--- src/rtl/mccoy_feeder_pkg.sv ---
// Shared types and defaults for the McCoy program feeder.
// Optional checksum output is enabled by defining MCCOY_FEEDER_CSUM_EN.
package mccoy_feeder_pkg;
  localparam int PC_W = 6;
  localparam int IW   = 6;
  localparam logic [IW-1:0] FILL_WORD = '0;

  typedef enum logic [2:0] {
    S_IDLE,
    S_LOAD,
    S_PRIME,
    S_RUN,
    S_HALT
  } state_e;
endpackage

--- src/rtl/mccoy_prog_feeder_if.sv ---
// Load stream, run control and core-facing signals of the program feeder.
// csum is present only when MCCOY_FEEDER_CSUM_EN is defined.
interface mccoy_prog_feeder_if #(
  parameter int IW = mccoy_feeder_pkg::IW,
  parameter int CW = 16
);
  logic                                 load_start;
  logic                                 load_valid;
  logic                                 load_last;
  logic [IW-1:0]                        load_data;
  logic                                 load_ready;
  logic                                 run_en;
  logic [mccoy_feeder_pkg::PC_W-1:0]    pc_in;
  logic [IW-1:0]                        instr_out;
  logic                                 core_reset;
  logic                                 halted;
  logic [CW-1:0]                        cycle_count;
`ifdef MCCOY_FEEDER_CSUM_EN
  logic [IW-1:0]                        csum;
`endif

  modport slave (
    input  load_start, load_valid, load_last, load_data, run_en, pc_in,
    output load_ready, instr_out, core_reset, halted, cycle_count
`ifdef MCCOY_FEEDER_CSUM_EN
    , output csum
`endif
  );

  modport master (
    output load_start, load_valid, load_last, load_data, run_en, pc_in,
    input  load_ready, instr_out, core_reset, halted, cycle_count
`ifdef MCCOY_FEEDER_CSUM_EN
    , input csum
`endif
  );
endinterface

--- src/rtl/mccoy_prog_mem.sv ---
// Program store: synchronous write, asynchronous read, contents survive reset.
module mccoy_prog_mem #(
  parameter int DEPTH = 64,
  parameter int IW    = 6,
  localparam int AW   = $clog2(DEPTH)
) (
  input  logic          clk,
  input  logic          we_i,
  input  logic [AW-1:0] waddr_i,
  input  logic [IW-1:0] wdata_i,
  input  logic [AW-1:0] raddr_i,
  output logic [IW-1:0] rdata_o
);
  logic [IW-1:0] mem_q [DEPTH];

  always_ff @(posedge clk) begin
    if (we_i) mem_q[waddr_i] <= wdata_i;
  end

  assign rdata_o = mem_q[raddr_i];
endmodule

--- src/rtl/mccoy_prog_feeder.sv ---
// Loads a program, holds the McCoy core in reset until a run, serves instr by PC,
// and detects the self-loop halt. Optional checksum: MCCOY_FEEDER_CSUM_EN.
module mccoy_prog_feeder
  import mccoy_feeder_pkg::*;
#(
  parameter int              DEPTH       = 64,
  parameter int              IW          = mccoy_feeder_pkg::IW,
  parameter logic [IW-1:0]   FILL_WORD   = mccoy_feeder_pkg::FILL_WORD,
  parameter int              HALT_REPEAT = 4,
  parameter int              CW          = 16
) (
  input  logic             clk,
  input  logic             reset,
  mccoy_prog_feeder_if.slave bus
);
  localparam int AW = $clog2(DEPTH);

  state_e            state_q, state_d;
  logic [PC_W-1:0]   wr_ptr_q, wr_ptr_d;
  logic [PC_W:0]     len_q, len_d;
  logic              loaded_q, loaded_d;
  logic              halted_q, halted_d;
  logic [CW-1:0]     cyc_q, cyc_d;
  logic [3:0]        rep_q, rep_d;
  logic [PC_W-1:0]   pc_prev_q, pc_prev_d;
  logic              prev_vld_q, prev_vld_d;
`ifdef MCCOY_FEEDER_CSUM_EN
  logic [IW-1:0]     csum_q, csum_d;
`endif

  logic          accept, running, pc_hit;
  logic [IW-1:0] rdata;

  assign accept  = (state_q == S_LOAD) && bus.load_valid;
  assign running = (state_q == S_RUN) || (state_q == S_HALT);
  assign pc_hit  = {1'b0, bus.pc_in} < len_q;

  mccoy_prog_mem #(.DEPTH(DEPTH), .IW(IW)) u_mem (
    .clk     (clk),
    .we_i    (accept),
    .waddr_i (wr_ptr_q[AW-1:0]),
    .wdata_i (bus.load_data),
    .raddr_i (bus.pc_in[AW-1:0]),
    .rdata_o (rdata)
  );

  always_comb begin
    state_d    = state_q;
    wr_ptr_d   = wr_ptr_q;
    len_d      = len_q;
    loaded_d   = loaded_q;
    halted_d   = halted_q;
    cyc_d      = cyc_q;
    rep_d      = rep_q;
    pc_prev_d  = pc_prev_q;
    prev_vld_d = prev_vld_q;
`ifdef MCCOY_FEEDER_CSUM_EN
    csum_d     = csum_q;
`endif
    case (state_q)
      S_IDLE: begin
        if (bus.load_start) begin
          state_d  = S_LOAD;
          wr_ptr_d = '0;
          loaded_d = 1'b0;
`ifdef MCCOY_FEEDER_CSUM_EN
          csum_d   = '0;
`endif
        end else if (loaded_q && bus.run_en) begin
          state_d = S_PRIME;
        end
      end
      S_LOAD: begin
        if (accept) begin
          wr_ptr_d = wr_ptr_q + 6'd1;
`ifdef MCCOY_FEEDER_CSUM_EN
          csum_d   = csum_q ^ bus.load_data;
`endif
          // Last slot closes the load even without load_last, so extra words are refused.
          if (bus.load_last || ({1'b0, wr_ptr_q} == 7'(DEPTH - 1))) begin
            len_d    = {1'b0, wr_ptr_q} + 7'd1;
            loaded_d = 1'b1;
            state_d  = S_IDLE;
          end
        end
      end
      S_PRIME: begin
        cyc_d      = '0;
        halted_d   = 1'b0;
        rep_d      = '0;
        prev_vld_d = 1'b0;
        state_d    = S_RUN;
      end
      S_RUN: begin
        if (cyc_q != '1) cyc_d = cyc_q + CW'(1);
        pc_prev_d  = bus.pc_in;
        prev_vld_d = 1'b1;
        rep_d      = (prev_vld_q && (bus.pc_in == pc_prev_q)) ? rep_q + 4'd1 : 4'd0;
        if (!bus.run_en) begin
          state_d = S_IDLE;
        end else if (rep_d == 4'(HALT_REPEAT - 1)) begin
          state_d  = S_HALT;
          halted_d = 1'b1;
        end
      end
      S_HALT: begin
        if (!bus.run_en) state_d = S_IDLE;
      end
      default: state_d = S_IDLE;
    endcase
  end

  always_ff @(posedge clk or negedge reset) begin
    if (!reset) begin
      state_q    <= S_IDLE;
      wr_ptr_q   <= '0;
      len_q      <= '0;
      loaded_q   <= 1'b0;
      halted_q   <= 1'b0;
      cyc_q      <= '0;
      rep_q      <= '0;
      pc_prev_q  <= '0;
      prev_vld_q <= 1'b0;
`ifdef MCCOY_FEEDER_CSUM_EN
      csum_q     <= '0;
`endif
    end else begin
      state_q    <= state_d;
      wr_ptr_q   <= wr_ptr_d;
      len_q      <= len_d;
      loaded_q   <= loaded_d;
      halted_q   <= halted_d;
      cyc_q      <= cyc_d;
      rep_q      <= rep_d;
      pc_prev_q  <= pc_prev_d;
      prev_vld_q <= prev_vld_d;
`ifdef MCCOY_FEEDER_CSUM_EN
      csum_q     <= csum_d;
`endif
    end
  end

  assign bus.load_ready  = (state_q == S_LOAD);
  assign bus.core_reset  = !running;
  assign bus.instr_out   = (running && pc_hit) ? rdata : FILL_WORD;
  assign bus.halted      = halted_q;
  assign bus.cycle_count = cyc_q;
`ifdef MCCOY_FEEDER_CSUM_EN
  assign bus.csum        = csum_q;
`endif
endmodule

--- src/flat_wrapper.sv ---
// flat-port wrapper written by rule: the top's interface ports become plain ports
module mccoy_prog_feeder_flat import mccoy_feeder_pkg::*;
#(
  parameter int              DEPTH       = 64,
  parameter int              IW          = mccoy_feeder_pkg::IW,
  parameter logic [IW-1:0]   FILL_WORD   = mccoy_feeder_pkg::FILL_WORD,
  parameter int              HALT_REPEAT = 4,
  parameter int              CW          = 16
)
  (clk, reset, bus_load_start, bus_load_valid, bus_load_last, bus_load_data, bus_run_en, bus_pc_in, bus_load_ready, bus_instr_out, bus_core_reset, bus_halted, bus_cycle_count);
  mccoy_prog_feeder_if #(.IW(IW), .CW(CW)) bus_i ();
  input  logic clk;
  input  logic reset;
  input wire logic [$bits(bus_i.load_start)-1:0] bus_load_start;
  input wire logic [$bits(bus_i.load_valid)-1:0] bus_load_valid;
  input wire logic [$bits(bus_i.load_last)-1:0] bus_load_last;
  input wire logic [$bits(bus_i.load_data)-1:0] bus_load_data;
  input wire logic [$bits(bus_i.run_en)-1:0] bus_run_en;
  input wire logic [$bits(bus_i.pc_in)-1:0] bus_pc_in;
  output wire logic [$bits(bus_i.load_ready)-1:0] bus_load_ready;
  output wire logic [$bits(bus_i.instr_out)-1:0] bus_instr_out;
  output wire logic [$bits(bus_i.core_reset)-1:0] bus_core_reset;
  output wire logic [$bits(bus_i.halted)-1:0] bus_halted;
  output wire logic [$bits(bus_i.cycle_count)-1:0] bus_cycle_count;
  assign bus_i.load_start = bus_load_start;
  assign bus_i.load_valid = bus_load_valid;
  assign bus_i.load_last = bus_load_last;
  assign bus_i.load_data = bus_load_data;
  assign bus_i.run_en = bus_run_en;
  assign bus_i.pc_in = bus_pc_in;
  assign bus_load_ready = bus_i.load_ready;
  assign bus_instr_out = bus_i.instr_out;
  assign bus_core_reset = bus_i.core_reset;
  assign bus_halted = bus_i.halted;
  assign bus_cycle_count = bus_i.cycle_count;
  mccoy_prog_feeder #(.DEPTH(DEPTH), .IW(IW), .FILL_WORD(FILL_WORD), .HALT_REPEAT(HALT_REPEAT), .CW(CW)) u_core (.clk(clk), .reset(reset), .bus(bus_i));
endmodule
--- config.mk ---
export PLATFORM = sky130hd
export DESIGN_NAME = mccoy_prog_feeder_flat
export DESIGN_NICKNAME = d
export VERILOG_FILES = /design/src/rtl/mccoy_feeder_pkg.sv /design/src/rtl/mccoy_prog_feeder_if.sv /design/src/rtl/mccoy_prog_mem.sv /design/src/rtl/mccoy_prog_feeder.sv /design/src/flat_wrapper.sv
export SDC_FILE = /design/constraint.sdc
export NUM_CORES = 1
export LEC_CHECK = 0
export ABC_AREA = 0
export BUFFER_PORTS_ARGS = -buffer_cell sky130_fd_sc_hd__buf_2
export CAP_MARGIN = 10
export CELL_PAD_IN_SITES_DETAIL_PLACEMENT = 1
export CELL_PAD_IN_SITES_GLOBAL_PLACEMENT = 1
export CORE_ASPECT_RATIO = 0.6
export CORE_MARGIN = 3
export CORE_UTILIZATION = 30
export CTS_CLUSTER_DIAMETER = 60
export DETAILED_ROUTE_END_ITERATION = 8
export GPL_ROUTABILITY_DRIVEN = 1
export PLACE_DENSITY_LB_ADDON = 0.1
export SYNTH_ARGS = -nofsm -noshare
export SYNTH_HDL_FRONTEND = slang
export SYNTH_SLANG_ARGS = --single-unit
--- constraint.sdc ---
create_clock -name clk -period 2.9 [get_ports clk]
set_clock_uncertainty 0.15 [all_clocks]
set_input_delay 0 -clock clk [delete_from_list [all_inputs] [get_ports clk]]
set_output_delay 0 -clock clk [all_outputs]
set_load 0.005 [all_outputs]
==> flow_summary.toml, run 1 <==
[yosys]
ys_types = 58
yosysWarnings = 0
ys_seq_elements = 429
syn_nets = 975
yosys_most_used_dff = "edfxtp_1"
syn_area_per_cell_um2 = 18.3
ys_async_sr_fraction_pct = 10.5
netlist_area_um2 = 17400
syn_inst = 949
ys_seq_area_share_pct = 72.7
yosysTopAreaCellShare_pct = 66.3
synth_area_leaders = "edfxtp_1 66%, mux4_2 10%, dfrtp_1 6.5%"
synth_edf_count = 384
synth_top_area_cell = "edfxtp_1"

[routing]
detail_route.iter0.violations = 873
drc = 0
final_antenna_net_count = 0
vias_per_cell = 4.98
vias = 9563
first_pass_iters = 4
routed_wl_um = 49300
drt-wirelength-per-cell_um = 25.7

[sta]
tightest_slew_ns = 0.854
rsz0062_at_grt = "no"
finalSetupTns_ns = 0
setup_viol = 0
maxSlewViolCount = 0
slew_headroom_pct = 42.9
finalHoldViolations = 0
fmax_mhz = 353
fin_crit_sh_pct = 97.5
worst_hold_slack_ns = 0.0442
period_needed_ns = 2.83

[finish]
layout-area-overhead-vs-synth_pct = 20.1
antenna_cells = 0
stdcell_area_um2 = 20900
drive_gt1_share_pct = 27.7
layout.cells.most_common = "edfxtp_1"
layout_common_cells = "384 x edfxtp_1, 113 x buf_4, 95 x nor2_1"
nets = 1155

[place]
port-buffer-count = 42
dpl.hpwl_um = 33200
dpl-instance-area_um2 = 19200
gp_congestion = 0.721

[floorplan]
fp.dieArea_um2 = 61000
pin_count = 43
coreArea_um2 = 56600
initial_core_util_pct = 30.7
fp.dieW_um = 317
num_rows = 67
dieHeight_um = 193

[worst_setup_path]
critical_path_class = "reg -> out"
path_max_fanout = 1
worstReg2RegEnd = "u_core.len_q[6]"
reg2reg_slack_ns = 0.22
startpoint_type = "register"
r2r-start = "u_core.state_q[2]"
cp_data_arrival_time_ns = 2.68
required_ns = 2.75
rr_worst_depth = 7
end_kind = "output pin"

[worst_hold_path]
whs_endpoint = "u_core.pc_prev_q[2]"
min_path_type = "in -> reg"
hold_depth = 4
holdCritStartpoint = "bus_pc_in[2]"

[status]
status = "finished clean"

[cts]
clkSlewWorstSetupHoldPaths_ns = 0.06
htreeDepth = 2
cts.sinks = 429
clock_latency_ns = 0.56
cts-root-buf = "clkbuf_16"
clk_path_buf_depth = 3
cts_tree = "built"
cts_buffers = 43

[global_route]
grtUsageTotal_pct = 16.5
grt_pass1_vias = 10000
grt_remaining_overflow = 0
antenna_found_initial = 3
grt_max_degree = 65
grt_pass1_wl_um = 72300

[power_and_ir_drop]
power.density_nw_per_um2 = 682
leakagePower_nw = 7.07
ir_worst_vdd_mv = 0.496
power.total_w = 0.0142

[flow_run]
maxCapViolCount = 0
worst max-delay path by stage:
stage                                   from                         to  slack [ns]  cells after the start
floorplan                  u_core.state_q[2]  u_core.u_mem.mem_q[59][0]        0.75                      6
global placement                bus_pc_in[0]           bus_instr_out[1]        0.15                      7
detailed placement           u_core.len_q[4]           bus_instr_out[4]        0.13                      7
CTS                          u_core.len_q[4]           bus_instr_out[4]       -0.02                      7
global route                 u_core.len_q[4]           bus_instr_out[4]       0.003                      7
finish              u_core.u_mem.mem_q[8][5]           bus_instr_out[5]        0.07                      6
cell families after synthesis:
family / Yosys count / share of synthesized area [%]
flip-flops: 429 / 72.7
multiplexers: 105 / 13.4
adder cells (fa/ha/maj): 8 / 0.575
AO/OA/AOI/OAI: 108 / 4.26
buffers and inverters: 54 / 1.86
XOR/XNOR: 17 / 0.856
AND/OR/NAND/NOR: 228 / 6.32
power breakdown:
group          switching (W)  leakage [nW]  internal [W]  total (W)
Sequential          0.000148          4.05       0.00691    0.00706
Clock                0.00240         0.674       0.00326    0.00566
Combinational       0.000962          2.35      0.000564    0.00153
synth_stat cells, types with 2 or more instances:
cell type / n
buf_4: 6
mux4_2: 80
a31oi_1: 4
o31ai_1: 6
buf_12: 3
nand3b_1: 3
a22oi_1: 20
nor3b_1: 4
inv_1: 12
a22o_1: 11
buf_6: 5
ha_1: 8
nand4_1: 5
nand2b_1: 2
o21ai_0: 26
o21a_1: 2
xor2_1: 6
nor2b_1: 5
o22ai_1: 5
and3_1: 16
nor3_1: 8
or3_1: 10
or4_1: 5
buf_1: 6
a221oi_1: 9
mux4_1: 17
buf_2: 10
clkbuf_1: 12
edfxtp_1: 384
a21oi_1: 12
xnor2_1: 11
dfrtp_1: 45
nand2_1: 48
nor2_1: 97
a211oi_1: 3
nand3_1: 13
a21o_1: 2
mux2i_1: 8
metal layers:
layer  vias up  part of all wire (%)  GRT usage [%]  routed length (um)
li1       4198                     -              -                   -
met1      5138                    54           27.3               26800
met2       169                    40           22.2               19800
met3        58                   4.2           2.83                2070
met4         0                   1.3           3.00                 644
met5         -                     0              0                   0
cell type report:
| class | count | area (um^2) |
|---|---|---|
| tap | 759 | 950 |
| inverter | 12 | 45.0 |
| multi-input combinational | 466 | 4530 |
| sequential | 429 | 12700 |
| fill | 5643 | 35700 |
| timing repair buffer | 177 | 1320 |
| clock inverter | 27 | 250 |
| clock buffer | 50 | 1140 |
registers in the layout (all words and copies together), names as in the netlist:
| register | flops |
|---|---|
| u_core.pc_prev_q | 6 |
| u_core.rep_q | 4 |
| u_core.len_q | 7 |
| u_core.loaded_q | 1 |
| u_core.wr_ptr_q | 6 |
| u_core.state_q | 3 |
| u_core.u_mem.mem_q | 384 |
| u_core.prev_vld_q | 1 |
| u_core.bus.cycle_count | 16 |
| u_core.bus.halted | 1 |
metrics by stage:
step	worst slack [ns]	util, %	std cells
final	0.0711	36.9	1920
after floorplan	0.747	-	949
after global placement	0.145	33.9	1822
after global routing	0.00277	36.9	1920
after detailed placement	0.133	33.9	1822
after CTS	-0.0180	36.7	1919
critical path, stage by stage (launching register included):
cell	delay (ns)
edfxtp_1	0.37
mux4_2	0.49
a22o_1	0.29
a221oi_2	0.46
and3_1	0.26
o22ai_2	0.09
buf_2	0.16
what timing repair did:
item,CTS,global route
endpoints found under the setup margin,6,8
gates resized for setup,5,17
gates cloned,0,0
hold buffers,20,0
buffers inserted,0,1
pin swaps,1,3
hold endpoints to repair,258,0
(Power assumes the default switching activity.)
==> inputs of run 2 (changes only) <==
CELL_PAD_IN_SITES_DETAIL_PLACEMENT = 2   (was 1)
CELL_PAD_IN_SITES_GLOBAL_PLACEMENT = 2   (was 1)
CORE_UTILIZATION = 48   (was 30)
==> run 2 against run 1 <==
Net effect: count of clock-buffer cells in the layout increased by 5; die area decreased by 37%; sequential power about the same; core utilization increased by 20 points; combinational power increased by 3%; final area decreased by 2.9%; global-route usage increased by 13 points; routed wire length increased by 14%; non-clock buffer count increased by 3; flip-flop and latch count unchanged; critical endpoint is now bus_instr_out[0]; largest cell class unchanged; largest power group unchanged.
==> flow_summary.toml, run 2 (synthesis gave the netlist of run 1 again) <==
[status]
status = "finished clean"

[routing]
detail_route.iter0.violations = 1170
drc = 0
routed_wl_um = 56100
first_pass_iters = 5
vias_per_cell = 6.30
vias = 10300
final_antenna_net_count = 0
drt-wirelength-per-cell_um = 34.5

[cts]
htreeDepth = 2
cts_tree = "built"
clock_latency_ns = 0.55
clk_path_buf_depth = 3
cts_setup_buffers = 0
cts_buffers = 40
cts-root-buf = "clkbuf_16"
clkSlewWorstSetupHoldPaths_ns = 0.07
cts.sinks = 429

[sta]
setup_viol = 0
tightest_slew_ns = 0.930
finalWorstSetupSlack_ns = 0.0181
maxSlewViolCount = 0
slew_headroom_pct = 38.0
fin_crit_sh_pct = 99.4
period_needed_ns = 2.88
finalHoldViolations = 0
fmax_mhz = 347
rsz0062_at_grt = "yes"

[finish]
largest-register = "u_core.u_mem.mem_q"
largest_reg_flops = 384
drive_gt1_share_pct = 26.7
layout.cells.most_common = "edfxtp_1"
nets = 1155
finalNonFillerCells = 1628
fin_util_pct = 57.4
antenna_cells = 0
nFillCells = 2987
layout-area-overhead-vs-synth_pct = 16.7
stdcell_area_um2 = 20300
layout_common_cells = "384 x edfxtp_1, 116 x buf_4, 97 x nor2_1"

[place]
gp_congestion = 0.823
dpl.hpwl_um = 36600
dpl-instance-area_um2 = 18800
port-buffer-count = 42
pre_cts_ws_ns = 0.349
dpl.cell_count = 1533

[worst_setup_path]
end_kind = "output pin"
startpoint_type = "register"
cp_data_arrival_time_ns = 2.73
critical_path_class = "reg -> out"
required_ns = 2.75
cp_slowest_cell = "mux4_1"
path_cells = "mux4_1 -> a22o_1 -> a221oi_1 -> and3_1 -> o22ai_1 -> buf_2"
path_max_fanout = 1
critPathMaxStageDelay_ns = 0.66

[power_and_ir_drop]
ir_worst_vdd_mv = 0.575
power.density_nw_per_um2 = 681
leakagePower_nw = 7.00

[floorplan]
num_rows = 53
dieHeight_um = 153
fp.dieArea_um2 = 38600
fp.dieW_um = 252
pin_count = 43
coreArea_um2 = 35300
initial_core_util_pct = 49.2

[global_route]
grt_max_degree = 47
grt_remaining_overflow = 0
grt_pass1_wl_um = 82400
antenna_found_initial = 0
grtUsageTotal_pct = 29.9
grt_pass1_vias = 11300

[flow_run]
maxCapViolCount = 0

[worst_hold_path]
min_path_type = "in -> reg"
[run 2: cell count changes in the layout (fill, tap and decap cells not counted), sizes merged]
cell,previous run,this run
clkbuf,50,55
buf,157,160
inv,12,14
clkinv,18,14
clkinvlp,4,1
bufinv,5,2
[run 2: worst paths after layout]
path / from / to / slack (ns) / depth (start not counted)
worst max-delay path: u_core.u_mem.mem_q[41][0] / bus_instr_out[0] / 0.02 / 6
min in group asynchronous: reset / u_core.len_q[3] / 0.50 / 4
worst min-delay path: bus_pc_in[0] / u_core.bus.halted / 0.1 / 6
worst min register to register: u_core.pc_prev_q[4] / u_core.pc_prev_q[4] / 0.35 / 2
max in group asynchronous: reset / u_core.bus.cycle_count[14] / 1.89 / 4
worst max register to register: u_core.state_q[1] / u_core.len_q[6] / 0.15 / 6
[run 2: per-stage QoR]
stage | setup TNS (ns) | power, W | hold slack (ns)
3_5_place_dp | 0 | 0.00869 | -0.0247
3_3_place_gp | 0 | 0.00857 | -0.0139
2_1_floorplan | 0 | 0.00799 | -0.446
4_1_cts | 0 | 0.0138 | 0.102
6_report | 0 | 0.0138 | 0.0985
5_1_grt | -0.0173 | 0.0143 | 0.154
[run 2: layout make-up]
type	instances	area [um^2]	share of cell area [%]
clock buffers	55	1080	5.31
clock inverters	19	148	0.727
inverters	12	45.0	0.222
multi-input cells	466	4440	21.9
flip-flops and latches	429	12700	62.4
well taps	467	584	2.88
repair buffers	180	1340	6.61
[run 2: critical path, delay by kind of cell (launching register included)]
family / cells / cell delay, ns
AOI/OAI and AO/OA: 3 / 0.72
muxes: 1 / 0.66
DFF: 1 / 0.40
and+or+nand+nor: 1 / 0.24
buffers and inverters: 1 / 0.16
[run 2: power breakdown]
| part | internal [W] | total [W] | switching, W | leakage [nW] |
|---|---|---|---|---|
| Clock | 0.00280 | 0.00514 | 0.00234 | 0.600 |
| Sequential | 0.00691 | 0.00709 | 0.000182 | 4.05 |
| Combinational | 0.000542 | 0.00158 | 0.00104 | 2.35 |
[run 2: metal layers]
metal	part of all wire, %	vias up	wire (um)	track usage [%]
li1	-	4191	-	-
met1	43	5564	24000	42.1
met2	48	415	26900	48.1
met3	6.7	94	3740	6.29
met4	2.7	0	1490	7.79
met5	0	-	0	0
[run 2: what timing repair did]
item	CTS	global route
hold buffers	21	0
gates resized for setup	1	9
hold endpoints to repair	196	0
endpoints found under the setup margin	4	7
